===== config.mk =====
export PLATFORM = sky130hd
export DESIGN_NAME = cook_time_entry
export DESIGN_NICKNAME = d
export VERILOG_FILES = /design/src/rtl/oven_pkg.sv /design/src/rtl/bcd_mmss_to_sec.sv /design/src/rtl/cook_time_entry.sv
export SDC_FILE = /design/constraint.sdc
export NUM_CORES = 1
export LEC_CHECK = 0
export BUFFER_PORTS_ARGS = -buffer_cell sky130_fd_sc_hd__buf_4
export CAP_MARGIN = 20
export CORE_MARGIN = 2
export CORE_UTILIZATION = 30
export CTS_BUF_LIST = sky130_fd_sc_hd__clkbuf_8
export DETAILED_ROUTE_END_ITERATION = 12
export PLACE_DENSITY = 0.56
export SLEW_MARGIN = 20
export SYNTH_ARGS = -nofsm -noshare
export SYNTH_HDL_FRONTEND = slang
export SYNTH_HIERARCHICAL = 1
export SYNTH_SLANG_ARGS = --single-unit

===== constraint.sdc =====
create_clock -name clk -period 7.5 [get_ports clk]
set_input_delay 1.125 -clock clk [delete_from_list [all_inputs] [get_ports clk]]
set_output_delay 1.125 -clock clk [all_outputs]
set_load 0.01 [all_outputs]

===== src/rtl/oven_pkg.sv =====
// Shared oven definitions: controller states, keypad codes and time limits.
package oven_pkg;

    localparam int unsigned TIME_W       = 13;
    localparam int unsigned SEC_PER_HOUR = 3600;
    localparam int unsigned MAX_SEC      = 3599;

    localparam logic [3:0] KEY_CLEAR = 4'd10;
    localparam logic [3:0] KEY_START = 4'd11;

    typedef enum logic [1:0] {
        ST_IDLE     = 2'd0,
        ST_ENTRY    = 2'd1,
        ST_ARMED    = 2'd2,
        ST_FINISHED = 2'd3
    } state_t;

endpackage


===== src/rtl/bcd_mmss_to_sec.sv =====
// Combinational MM:SS BCD to seconds converter with range check.
module bcd_mmss_to_sec
    import oven_pkg::*;
(
    input  logic [15:0]       i_bcd,
    output logic [TIME_W-1:0] o_sec,
    output logic              o_valid
);

    logic [TIME_W-1:0] w_min;
    logic [TIME_W-1:0] w_sec_part;

    always_comb begin
        w_min      = TIME_W'(i_bcd[15:12]) * TIME_W'(10) + TIME_W'(i_bcd[11:8]);
        w_sec_part = TIME_W'(i_bcd[7:4])   * TIME_W'(10) + TIME_W'(i_bcd[3:0]);
        o_sec      = w_min * TIME_W'(60) + w_sec_part;
        o_valid    = (w_min <= TIME_W'(59)) && (w_sec_part <= TIME_W'(59)) &&
                     (o_sec != '0);
    end

endmodule


===== src/rtl/cook_time_entry.sv =====
// Keypad cook-time entry: collects MM:SS, validates on START, arms the oven timer.
module cook_time_entry #(
    parameter int unsigned TIME_W  = 13,
    parameter int unsigned MAX_SEC = 3599
) (
    input  logic              clk,
    input  logic              rst_n,
    input  logic              key_valid,
    input  logic [3:0]        key_code,
    input  logic              cancel,
    input  logic              timer_done,
    output logic [TIME_W-1:0] cook_time,
    output logic              time_input_done,
    output logic [15:0]       digits,
    output logic [1:0]        state,
    output logic              entry_error
);

    localparam int unsigned CNT_W = 3;

    oven_pkg::state_t    r_state, w_state_nxt;
    logic [TIME_W-1:0]   r_cook_time, w_cook_time_nxt;
    logic                r_tid, w_tid_nxt;
    logic [15:0]         r_digits, w_digits_nxt;
    logic [CNT_W-1:0]    r_count, w_count_nxt;
    logic                r_err, w_err_nxt;

    logic                    w_is_digit, w_is_clear, w_is_start;
    logic [oven_pkg::TIME_W-1:0] w_sec;
    logic                    w_sec_valid;

    bcd_mmss_to_sec u_conv (
        .i_bcd   (r_digits),
        .o_sec   (w_sec),
        .o_valid (w_sec_valid)
    );

    assign w_is_digit = key_valid && (key_code <= 4'd9);
    assign w_is_clear = key_valid && (key_code == oven_pkg::KEY_CLEAR);
    assign w_is_start = key_valid && (key_code == oven_pkg::KEY_START);

    always_ff @(posedge clk or negedge rst_n) begin
        if (!rst_n) begin
            r_state     <= oven_pkg::ST_IDLE;
            r_cook_time <= '0;
            r_tid       <= 1'b0;
            r_digits    <= '0;
            r_count     <= '0;
            r_err       <= 1'b0;
        end else begin
            r_state     <= w_state_nxt;
            r_cook_time <= w_cook_time_nxt;
            r_tid       <= w_tid_nxt;
            r_digits    <= w_digits_nxt;
            r_count     <= w_count_nxt;
            r_err       <= w_err_nxt;
        end
    end

    // Priority per cycle: cancel, then CLEAR, then timer_done, then other keys.
    always_comb begin
        w_state_nxt     = r_state;
        w_cook_time_nxt = r_cook_time;
        w_tid_nxt       = r_tid;
        w_digits_nxt    = r_digits;
        w_count_nxt     = r_count;
        w_err_nxt       = 1'b0;

        case (r_state)
            oven_pkg::ST_IDLE: begin
                if (!cancel && w_is_digit) begin
                    w_digits_nxt = {r_digits[11:0], key_code};
                    w_count_nxt  = CNT_W'(1);
                    w_state_nxt  = oven_pkg::ST_ENTRY;
                end
            end
            oven_pkg::ST_ENTRY: begin
                if (cancel || w_is_clear) begin
                    w_digits_nxt = '0;
                    w_count_nxt  = '0;
                    w_state_nxt  = oven_pkg::ST_IDLE;
                end else if (w_is_digit) begin
                    if (r_count < CNT_W'(4)) begin
                        w_digits_nxt = {r_digits[11:0], key_code};
                        w_count_nxt  = r_count + CNT_W'(1);
                    end else begin
                        w_err_nxt = 1'b1;
                    end
                end else if (w_is_start) begin
                    if (w_sec_valid && (32'(w_sec) <= MAX_SEC)) begin
                        w_cook_time_nxt = TIME_W'(w_sec);
                        w_tid_nxt       = 1'b1;
                        w_state_nxt     = oven_pkg::ST_ARMED;
                    end else begin
                        w_err_nxt = 1'b1;
                    end
                end
            end
            oven_pkg::ST_ARMED, oven_pkg::ST_FINISHED: begin
                if (cancel || w_is_clear) begin
                    w_state_nxt     = oven_pkg::ST_IDLE;
                    w_cook_time_nxt = '0;
                    w_tid_nxt       = 1'b0;
                    w_digits_nxt    = '0;
                    w_count_nxt     = '0;
                end else if (r_state == oven_pkg::ST_ARMED && timer_done) begin
                    w_state_nxt = oven_pkg::ST_FINISHED;
                end
            end
            default: w_state_nxt = oven_pkg::ST_IDLE;
        endcase
    end

    assign cook_time       = r_cook_time;
    assign time_input_done = r_tid;
    assign digits          = r_digits;
    assign state           = 2'(r_state);
    assign entry_error     = r_err;

endmodule


==> results.sh <==
export IMPL_synthCells=397
export IMPL_synthArstFlopShare=1.00
export IMPL_crit_path_end_kind="flip-flop"
export IMPL_synth_top_area_cell="dfrtp_1"
export IMPL_final_cell_mix="47 x inv_1, 42 x buf_4, 40 x ha_1"
export IMPL_cts_tree="built"
export IMPL_die_h_um=115
export IMPL_drt_iter0_markers=143
export IMPL_grt_overflow_total=0
export IMPL_arrival_ns=7.13
export IMPL_start_util=0.306
export IMPL_via_count=2993
export IMPL_ctsHoldBuffers=0
export IMPL_rows=40
export IMPL_syn_area_um2=3680
export IMPL_grt_pass1_vias=3049
export IMPL_synth_ff_type="dfrtp_1"
export IMPL_rsz0062_at_grt="false"
export IMPL_dp_hpwl_mm=6.68
export IMPL_num_antenna_cells=0
export IMPL_cts_setup_buffers=0
export IMPL_drc=0
export IMPL_cp_start_kind="flip-flop"
export IMPL_wl_met3_um=205
export IMPL_synthesis_nets=460
export IMPL_gp_congestion=0.879
export IMPL_clk_latency_ns=0.28
export IMPL_clk_path_buf_depth=2
export IMPL_holdPathStages=1
export IMPL_syn_mean_instance_area_um2=9.27
export IMPL_synth_distinct_cells=68
export IMPL_ys_warnings_count=6
export IMPL_max_cap_violations=0
export IMPL_crit_required_ns=7.70
export IMPL_dr_pass1_iters=5
export IMPL_die_area_um2=13200
export IMPL_ys_seq_area_frac=0.245
export IMPL_drt_wl_total_mm=8.51
export IMPL_synth_seq_cells=36
export IMPL_tns_ns=0
export IMPL_slew_violations=0
export IMPL_synth_top_area_frac=0.245
export IMPL_cts_repair_resized=0
export IMPL_crit_type="reg2reg"
export IMPL_path_clk_slew_ns=0.07
export IMPL_vias_per_cell=5.14
export IMPL_synth_area_top_cells="dfrtp_1 24%, ha_1 14%, fa_1 7.6%, inv_1 4.6%, a22o_1 3.8%"
export IMPL_wl_met1_mm=3.98
export IMPL_nNetsFinal=497
export IMPL_slew_headroom=0.262
export IMPL_dr_max_layer_used="met4"
export IMPL_portBuffers=41
export IMPL_r2r_setup_slack_ns=0.57
export IMPL_ant_nets=0
export IMPL_cts_root_buffer="clkbuf_8"
export IMPL_cts_htree_levels=2
export IMPL_finalHoldViolCount=0
export IMPL_cts_buffers=5
export IMPL_setup_viol=0
export IMPL_io_pins=42
export IMPL_fin_crit_sh=0.925
export IMPL_gr_usage_all_layers=0.136
export IMPL_min_period_ns=6.93
export IMPL_final_common_cell="inv_1"
export IMPL_skew_ns=0.00558
export IMPL_antenna_found_initial=0
export IMPL_cts_sinks=36
export IMPL_crit_fanout=14
export IMPL_die_x_um=115
export IMPL_clock_fmax_mhz=144
export IMPL_grt_pass1_wl_mm=14.6
export IMPL_syn_to_final_growth_pct=14.1
export IMPL_status="completed"
export IMPL_synth_edf_count=0
export IMPL_hold_class="reg2reg"
export IMPL_core_um2=12000
export IMPL_wl_per_cell_um=14.6
export IMPL_layout_drive_gt1_share=0.154
export IMPL_dr_wl_met2_mm=4.19
export IMPL_ff2ff_path_depth=22
export IMPL_grt_max_degree=37
export IMPL_tightest_slew_ns=1.10
## metal layers
layer	up-vias	track usage
met3	10	0.0142
met5	-	0
li1	1489	-
met1	1438	0.178
met4	0	0.0418
met2	56	0.238
## path summary, 6_finish.rpt
path                                             start                     endpoint
max in group asynchronous                        rst_n       digits[12]$_DFFE_PN0P_
min in group asynchronous                        rst_n     cook_time[7]$_DFFE_PN0P_
setup / recovery                digits[15]$_DFFE_PN0P_     cook_time[1]$_DFFE_PN0P_
hold / removal             time_input_done$_DFFE_PN0P_  time_input_done$_DFFE_PN0P_
hold reg to reg            time_input_done$_DFFE_PN0P_  time_input_done$_DFFE_PN0P_
setup reg to reg                digits[15]$_DFFE_PN0P_     cook_time[1]$_DFFE_PN0P_
## Yosys cell counts (6+ instances only)
cell type,n
a21o_1,6
a21oi_1,19
a22o_1,16
and3_1,18
dfrtp_1,36
fa_1,14
ha_1,40
inv_1,45
mux2i_1,13
nand2_1,31
nor2_1,17
o21ai_0,9
xnor2_1,16
xor2_1,10
## stage by stage
step	hold WS, ns	worst slack, ns	cells	util	cell area (µm²)
floorplan	0.477	1.15	397	-	3680
global placement	0.487	0.838	574	0.342	4110
detailed placement	0.489	0.596	574	0.342	4110
CTS	0.506	0.570	582	0.350	4200
global route	0.514	0.0749	582	0.350	4200
finish	0.496	0.565	582	0.350	4200
## kinds of logic after synthesis
| family | count (synthesis) | share of synthesized area |
|---|---|---|
| simple gates | 112 | 0.173 |
| fa+ha+maj | 57 | 0.220 |
| xor+xnor | 28 | 0.0724 |
| flops | 36 | 0.245 |
| compound gates | 94 | 0.189 |
| buf+inv | 57 | 0.0649 |
| mux | 13 | 0.0354 |
## critical path: stages (launching register included)
cell and delay, ns:
dfrtp_1 0.46, ha_1 0.33, ha_1 0.22, fa_1 0.50, or3_1 0.43, and2_1 0.28, xnor2_1 0.30, xnor2_1 0.14
fa_1 0.51, inv_1 0.04, ha_1 0.35, xnor2_1 0.16, ha_1 0.32, o21a_1 0.13, o31a_1 0.17, o2111ai_1 0.11
or3_1 0.34, xor2_1 0.30, o41a_1 0.22, nor4b_2 0.19, a22oi_1 0.21, nor4_4 0.86, mux2i_1 0.29
## flip-flops by register name (all words and copies together), names as in the netlist
register / flops
digits: 16
r_count: 3
state: 2
cook_time: 13
entry_error: 1
time_input_done: 1
## final cells by class
| cell class | instances | area (µm²) |
|---|---|---|
| inverter | 45 | 169 |
| timing repair buffer | 42 | 315 |
| multi-input combinational | 304 | 2540 |
| clock inverter | 2 | 7.51 |
| sequential | 36 | 901 |
| fill | 1255 | 7810 |
| tap | 147 | 184 |
| clock buffer | 6 | 82.6 |
Power is not shown: default switching activity piles up to over one toggle a cycle in this logic, so the estimate is an artifact.
